File: config.mk
export PLATFORM = sky130hd
export DESIGN_NAME = aud_trace_buf
export DESIGN_NICKNAME = d
export VERILOG_FILES = /design/src/rtl/aud_trace_buf.sv
export SDC_FILE = /design/constraint.sdc
export NUM_CORES = 1
export LEC_CHECK = 0
export ABC_AREA = 1
export ABC_CLOCK_PERIOD_IN_PS = 4550
export CORE_ASPECT_RATIO = 0.5
export CORE_UTILIZATION = 51
export DETAILED_ROUTE_END_ITERATION = 7
export GPL_ROUTABILITY_DRIVEN = 0
export PLACE_DENSITY = 0.77
export SKIP_LAST_GASP = 1
export SYNTH_ARGS = -nofsm -noshare
export SYNTH_HDL_FRONTEND = slang
export SYNTH_SLANG_ARGS = --single-unit
File: constraint.sdc
create_clock -name aud_ck -period 4.55 [get_ports aud_ck]
set_input_delay 1.1375 -clock aud_ck [delete_from_list [all_inputs] [get_ports aud_ck]]
set_output_delay 1.1375 -clock aud_ck [all_outputs]
set_load 0.1 [all_outputs]
File: src/rtl/aud_trace_buf.sv
`default_nettype none
// ============================================================================
// Module   : aud_trace_buf
// Purpose  : Captures AUD branch/bus-error events into 64-bit timestamped
//            records held in a FIFO and drained as 32-bit words.
// Revision : 1.0 - initial release
// ============================================================================
module aud_trace_buf #(
    parameter int DEPTH_LOG2 = 4,
    parameter int TS_W       = 16
) (
    input  logic                aud_ck,
    input  logic                rst,
    input  logic [31:0]         br_addr,
    input  logic                oe,
    input  logic                addr_valid,
    input  logic                buserror,
    input  logic                enable,
    input  logic                rd_en,
    output logic [31:0]         rd_data,
    output logic                rd_valid,
    output logic                empty,
    output logic                full,
    output logic [DEPTH_LOG2:0] rec_count,
    output logic                overflow,
    input  logic                clr_ovf
);

    localparam int                  c_depth      = 1 << DEPTH_LOG2;
    localparam logic [DEPTH_LOG2:0] c_full_count = {1'b1, {DEPTH_LOG2{1'b0}}};
    localparam logic [TS_W-1:0]     c_ts_max     = '1;

    // History of the decoder outputs, sampled every cycle
    logic                  r_prev_oe;
    logic                  r_prev_buserror;
    logic [31:0]           r_last_addr;
    logic                  r_last_valid;

    logic [TS_W-1:0]       r_ts;
    logic                  r_lost;
    logic                  r_overflow;
    logic                  r_wsel;
    logic [DEPTH_LOG2-1:0] r_wr_ptr;
    logic [DEPTH_LOG2-1:0] r_rd_ptr;
    logic [DEPTH_LOG2:0]   r_count;
    logic [31:0]           r_rd_data;
    logic                  r_rd_valid;

    logic [31:0]           r_mem_w0 [c_depth];
    logic [31:0]           r_mem_w1 [c_depth];

    logic                  w_branch_ev;
    logic                  w_error_ev;
    logic                  w_event;
    logic                  w_full;
    logic                  w_empty;
    logic                  w_wr;
    logic                  w_drop;
    logic                  w_rd_accept;
    logic                  w_pop;
    logic [31:0]           w_word0;
    logic [31:0]           w_word1;
    logic [31:0]           w_rd_word;

    assign w_full  = (r_count == c_full_count);
    assign w_empty = (r_count == '0);

    assign w_branch_ev = enable && oe &&
                         (!r_prev_oe || (br_addr != r_last_addr) || (addr_valid != r_last_valid));
    assign w_error_ev  = enable && buserror && !r_prev_buserror;
    assign w_event     = w_branch_ev || w_error_ev;
    assign w_wr        = w_event && !w_full;
    assign w_drop      = w_event && w_full;

    // A lone error record carries a zero address and a cleared valid bit
    assign w_word0 = w_branch_ev ? br_addr : 32'h0;
    assign w_word1 = {w_branch_ev && addr_valid, w_error_ev, r_lost, 29'(r_ts)};

    assign w_rd_accept = rd_en && !w_empty;
    assign w_pop       = w_rd_accept && r_wsel;
    assign w_rd_word   = r_wsel ? r_mem_w1[r_rd_ptr] : r_mem_w0[r_rd_ptr];

    always_ff @(posedge aud_ck) begin
        if (w_wr) begin
            r_mem_w0[r_wr_ptr] <= w_word0;
            r_mem_w1[r_wr_ptr] <= w_word1;
        end
    end

    always_ff @(posedge aud_ck or posedge rst) begin
        if (rst) begin
            r_prev_oe       <= 1'b0;
            r_prev_buserror <= 1'b0;
            r_last_addr     <= 32'h0;
            r_last_valid    <= 1'b0;
            r_ts            <= '0;
            r_lost          <= 1'b0;
            r_overflow      <= 1'b0;
            r_wsel          <= 1'b0;
            r_wr_ptr        <= '0;
            r_rd_ptr        <= '0;
            r_count         <= '0;
            r_rd_data       <= 32'h0;
            r_rd_valid      <= 1'b0;
        end else begin
            r_prev_oe       <= oe;
            r_prev_buserror <= buserror;
            r_last_addr     <= br_addr;
            r_last_valid    <= addr_valid;

            if (!enable || w_event) begin
                r_ts <= '0;
            end else if (r_ts != c_ts_max) begin
                r_ts <= r_ts + 1'b1;
            end

            if (w_drop) begin
                r_lost <= 1'b1;
            end else if (w_wr) begin
                r_lost <= 1'b0;
            end

            // A drop in the same cycle as a clear leaves the flag set
            if (w_drop) begin
                r_overflow <= 1'b1;
            end else if (clr_ovf) begin
                r_overflow <= 1'b0;
            end

            if (w_wr) begin
                r_wr_ptr <= r_wr_ptr + 1'b1;
            end
            if (w_rd_accept) begin
                r_wsel <= ~r_wsel;
            end
            if (w_pop) begin
                r_rd_ptr <= r_rd_ptr + 1'b1;
            end

            case ({w_wr, w_pop})
                2'b10:   r_count <= r_count + 1'b1;
                2'b01:   r_count <= r_count - 1'b1;
                default: r_count <= r_count;
            endcase

            r_rd_valid <= w_rd_accept;
            r_rd_data  <= w_rd_accept ? w_rd_word : 32'h0;
        end
    end

    assign rd_data   = r_rd_data;
    assign rd_valid  = r_rd_valid;
    assign empty     = w_empty;
    assign full      = w_full;
    assign rec_count = r_count;
    assign overflow  = r_overflow;

endmodule
`default_nettype wire
# Yosys cells after proc, flatten, opt, wreduce, memory -nomap -nowiden
# Memories as Yosys holds them, arrays and structs flattened.
# Cells that the tools add are included.
[totals]
reg_bits = 100
mem_bits_rw = 816
in_bits = 40
out_inout_bits = 41
word_cells = 62
memories = 2
[op_classes]
add_sub_neg = 5
n_eq_ne = 6
n_mux = 12
bitwise_logic = 1
n_reduce_logical = 23
[mem_list]
columns = ["memory", "depth", "word_bits", "read_ports", "rd_clocked_by_memory_dff", "write_ports", "line", "text"]
rows = [
  ["r_mem_w0", 16, 32, 1, 0, 1, "49", "logic [31:0] r_mem_w0 [c_depth];"],
  ["r_mem_w1", 16, 19, 1, 0, 1, "50", "logic [31:0] r_mem_w1 [c_depth];"],
]
[op_table]
columns = ["cell", "n"]
rows = [
  ["32-bit two-way mux", 3],
  ["16-bit two-way mux", 2],
  ["32-bit inequality test", 1],
  ["16-bit by 1-bit adder with 16-bit output, second input constant", 1],
  ["16-bit inequality test, second input constant", 1],
  ["5-bit one-hot mux with 2 select lines", 1],
  ["1-bit logical AND", 9],
  ["4-bit by 1-bit adder with 4-bit output, second input constant", 2],
  ["2-bit nonzero test", 4],
  ["1-bit two-way mux", 6],
  ["5-bit by 1-bit adder with 5-bit output, second input constant", 1],
  ["5-bit equality test, second input constant", 1],
  ["1-bit zero test", 5],
  ["5-bit zero test", 1],
  ["5-bit by 1-bit subtractor with 5-bit output, second input constant", 1],
  ["1-bit logical OR", 4],
  ["2-bit by 1-bit equality test with 1-bit output, second input constant", 1],
  ["2-bit equality test, second input constant", 1],
  ["1-bit inequality test", 1],
  ["1-bit inverter", 1],
]

# Longest topological paths before layout
[depth]
word_depth = 8
mapped_depth = 23
ltp_nobuf = 21

# Least setup slack after synthesis
# OpenSTA, ideal clock, no wires.
[synth_timing]
kind = "input-to-reg"
startpoint = "input port buserror"
endpoint = "memory r_mem_w0[0][0], enable pin"
setup_time_ps = 460
arrival_ps = 4341
required_ps = 4090
setup_slack_ps = -250
path_stages = 7
path_buffers = 1
path_cell_list = "nand2_1 > nor2_1 > inv_1 > nand2_2 > nand2_1 > buf_2 > nor2_1"
[synth_between]
elab_chain_cells = 6
[synth_rtl]
columns = ["item", "line", "text"]
rows = [
  ["start: declaration", "17", "input logic buserror,"],
  ["1-bit logical AND (2 in series)", "70", "assign w_error_ev = enable && buserror && !r_prev_buserror;"],
  ["named net w_error_ev", "53", "logic w_error_ev;"],
  ["1-bit logical OR", "71", "assign w_event = w_branch_ev || w_error_ev;"],
  ["1-bit logical AND", "72", "assign w_wr = w_event && !w_full;"],
  ["1-bit two-way mux", "84", "if (w_wr) begin"],
  ["1-bit two-way mux (not written as such)", "85", "r_mem_w0[r_wr_ptr] <= w_word0;"],
  ["end: declaration", "49", ""],
]
# The timed path passes the listed nets, and every way through them passes these cells.

# Final worst setup path
[layout_timing]
startpoint = "input port br_addr[29]"
endpoint = "register r_count[4] (netlist: rec_count[4])"
[layout_between]
elab_chain_cells = 8
elab_cells_between_ends = 10
cone_classes = "eq/ne: 3; mux: 1; reduce/logical: 6"
[layout_rtl]
columns = ["item", "line", "text"]
rows = [
  ["start: declaration", "14", "input logic [31:0] br_addr,"],
  ["32-bit inequality test (*)", "69", "(!r_prev_oe || (br_addr != r_last_addr) || (addr_valid != r_last_valid));"],
  ["1-bit logical OR (*) (2 in series)", "69", ""],
  ["1-bit logical AND (*)", "68", "assign w_branch_ev = enable && oe &&"],
  ["1-bit logical OR (*)", "71", ""],
  ["1-bit logical AND (*)", "72", ""],
  ["2-bit by 1-bit equality test with 1-bit output or 2-bit equality test (tied branches)", "140", "case ({w_wr, w_pop})"],
  ["5-bit one-hot mux with 2 select lines or 2-bit nonzero test (tied branches)", "-", ""],
  ["end signal: assignment", "141", "2'b10: r_count <= r_count + 1'b1;"],
  ["end signal: assignment", "142", "2'b01: r_count <= r_count - 1'b1;"],
  ["end signal: assignment", "143", "default: r_count <= r_count;"],
  ["end: declaration", "45", "logic [DEPTH_LOG2:0] r_count;"],
]
# Mark *: on every way between the ends. The rest lies on a longest branch, timed or not.
# A chain may end at the register's enable or synchronous reset.

==> results.toml <==
[outcome]
outcome = "finished, final reports clean"

[timing]
finalCriticalPeriod_ns = 4.143
finalSetupViolations = 0
setup_tns_ns = 0
final-hold-violation-count = 0
worst_slack_ns = 0.4070
clock_skew_ns = 0.02230
slew_headroom = 0.2313
fin_crit_sh = 0.9105
worst_pin_slew_ns = 1.149
fin_hold_ws_ns = 0.5278
slew_violations = 0
fmax_mhz = 241.4
grt_setup_unrepaired = "false"

[setup_path]
end_kind = "register"
startpoint_type = "input pin"
crit_fanout = 6
critPathArrivalTime_ns = 4.69
critical_path_class = "input pin to register"
cp_data_required_time_ns = 5.10

[cts]
insertion_delay_ns = 0.63
cts_resized = 0
cts.sinks = 916
numCtsBuffers = 79
htree_levels = 3
path_clk_slew_ns = 0.06
clock_path_buffers = 3
ctsHoldBuffers = 0
root_buffer = "clkbuf_16"
cts_tree = "built"
cts_setup_buffers = 0

[route]
drtIter0Drc = 3144
firstDrtPassIters = 6
ant_nets = 0
avgViaCountPerCell = 6.043
vias = 23390
wire_per_inst_um = 23.02
routed_wl_um = 89110
drc = 0

[global_route]
first_global_vias = 22970
grt_first_pass_wirelength_um = 134600
track_usage = 0.2476
antenna_found_initial = 0
grt_max_degree = 151
grt_overflow = 0

[finish]
drive_above_1_share = 0.07248
multiInputGateArea_um2 = 8103
seq_area_um2 = 27020
nets = 2909
nFillCells = 5144
syn_to_final_growth_pct = 13.20

[logic_synthesis]
ys_seq_area_frac = 0.7458
synth_warnings = 0
syn_area_um2 = 36210
ys_ff_latch = 916
synth_cell_type_count = 38
synth_edf_count = 816
syn-num-nets = 2863
synth_area_per_cell_um2 = 12.87
async_reset_ff_frac = 0.1092
synthCells = 2814
yosys_most_used_dff = "edfxtp_1"

[floorplan]
ioPinCount = 81
core_um2 = 69600
die_x_um = 378.8
chipHeight_um = 190.4
start_util = 0.5203
fp.dieArea_um2 = 72140
rows = 68

[place]
pre_cts_slack_ns = -0.05135
io_buffers = 80
dp_hpwl_um = 47060

[power]
power_density_nw_per_um2 = 624.1
ir_drop_uv = 369.2
total_leakage_power_nw = 14.08

[worst_hold_path]
hold_path.class = "register to register"

[job]
maxCapViolCount = 0
[flip-flops by register name, indices dropped and copies added, names as in the netlist, 4 cells and up]
register,count
r_last_addr,32
rd_data,32
rec_count,5
r_mem_w0,512
r_mem_w1,304
r_ts,16
r_rd_ptr,4
r_wr_ptr,4
[worst max-delay path, stage by stage]
cell	delay, ns
clkdlybuf4s50_1	0.47
inv_1	0.12
nand2_1	0.06
nand2_1	0.07
nand2_1	0.08
nor2_1	0.12
nand2_1	0.07
nor2_1	0.41
nand3_1	0.35
nand2_2	0.16
nand2_2	0.17
nand2_2	0.15
ha_1	0.20
xor2_1	0.22
ha_1	0.18
a21o_1	0.11
nand2_1	0.05
o21ai_0	0.21
a21oi_1	0.09
o21ai_0	0.10
xor2_1	0.15
[layout by cell type (no fill, tap or decap), types with 19 or more instances in the layout]
cell,n
clkbuf_1,20
o21ai_0,448
dfrtp_1,96
xor2_1,19
nand3_1,73
inv_1,85
nor2_1,522
o211ai_1,56
o221ai_1,75
clkdlybuf4s50_1,80
buf_4,39
o22ai_1,75
nand2_1,207
a21oi_1,37
clkbuf_16,83
buf_12,26
edfxtp_1,816
o21ai_1,49
[routing by layer]
layer | track usage | vias to the layer above | wire [um]
met5 | 0 | - | 0
met4 | 0.08731 | 0 | 2841
met3 | 0.04230 | 189 | 8318
met2 | 0.4060 | 1254 | 43440
met1 | 0.3363 | 11610 | 34510
li1 | - | 10340 | -
[cell type report]
class                      count  area share
sequential                   916      0.6591
multi-input combinational   1627      0.1977
clock buffer                 104     0.05283
timing repair buffer         145     0.03937
tap                          945     0.02884
clock inverter                42     0.01346
inverter                      91    0.008668
antenna                        1  0.00006104
[path summary, 6_finish.rpt]
| kind | from | endpoint | slack (ns) | depth (start not counted) |
|---|---|---|---|---|
| worst min register to register | overflow$_DFFE_PP0P_ | overflow$_DFFE_PP0P_ | 0.53 | 2 |
| worst max register to register | r_last_addr[31]$_DFF_PP0_ | rec_count[4]$_DFFE_PP0P_ | 1.10 | 20 |
| max in group asynchronous | rst | r_rd_ptr[0]$_DFFE_PP0P_ | 2.78 | 3 |
| worst max-delay path | br_addr[29] | rec_count[4]$_DFFE_PP0P_ | 0.41 | 21 |
| min in group asynchronous | rst | rd_data[23]$_DFF_PP0_ | 0.95 | 2 |
| worst min-delay path | overflow$_DFFE_PP0P_ | overflow$_DFFE_PP0P_ | 0.53 | 2 |
[logic make-up after synthesis]
kind of cell               share of synthesized area
adders and majority gates                   0.003110
and+or+nand+nor                              0.08997
xor gates and xnor gates                    0.007740
buffers and inverters                        0.03393
DFF                                           0.7458
muxes                                      0.0003109
AOI/OAI and AO/OA                             0.1192
[synthesized netlist by cell type, types with 37 or more instances]
cell type  instances  area, um^2
a21oi_1           37       185.2
o21ai_0          448        2242
o221ai_1          75       656.9
nand3_1           73       365.4
clkbuf_1         100       375.4
o22ai_1           75       469.2
edfxtp_1         816       24500
dfrtp_1          100        2502
o211ai_1          56       420.4
o21ai_1           49       245.2
nand2_1          208       780.8
inv_1             86       322.8
nor2_1           539        2023
[through the flow]
step | utilization | instances | power (mW) | instance area (um^2)
global placement | 0.5499 | 3724 | 18.27 | 38270
detailed placement | 0.5499 | 3724 | 18.49 | 38270
floorplan | - | 2814 | 16.08 | 36210
CTS | 0.5890 | 3870 | 25.57 | 40990
finish | 0.5890 | 3871 | 25.58 | 40990
global route | 0.5890 | 3870 | 26.67 | 40990
[where the power goes]
group          switching, mW  internal (mW)
combinational           6.13           2.23
clock                   2.99           4.11
sequential             0.342           9.78
Note: power is estimated with default switching activity, not from simulation.
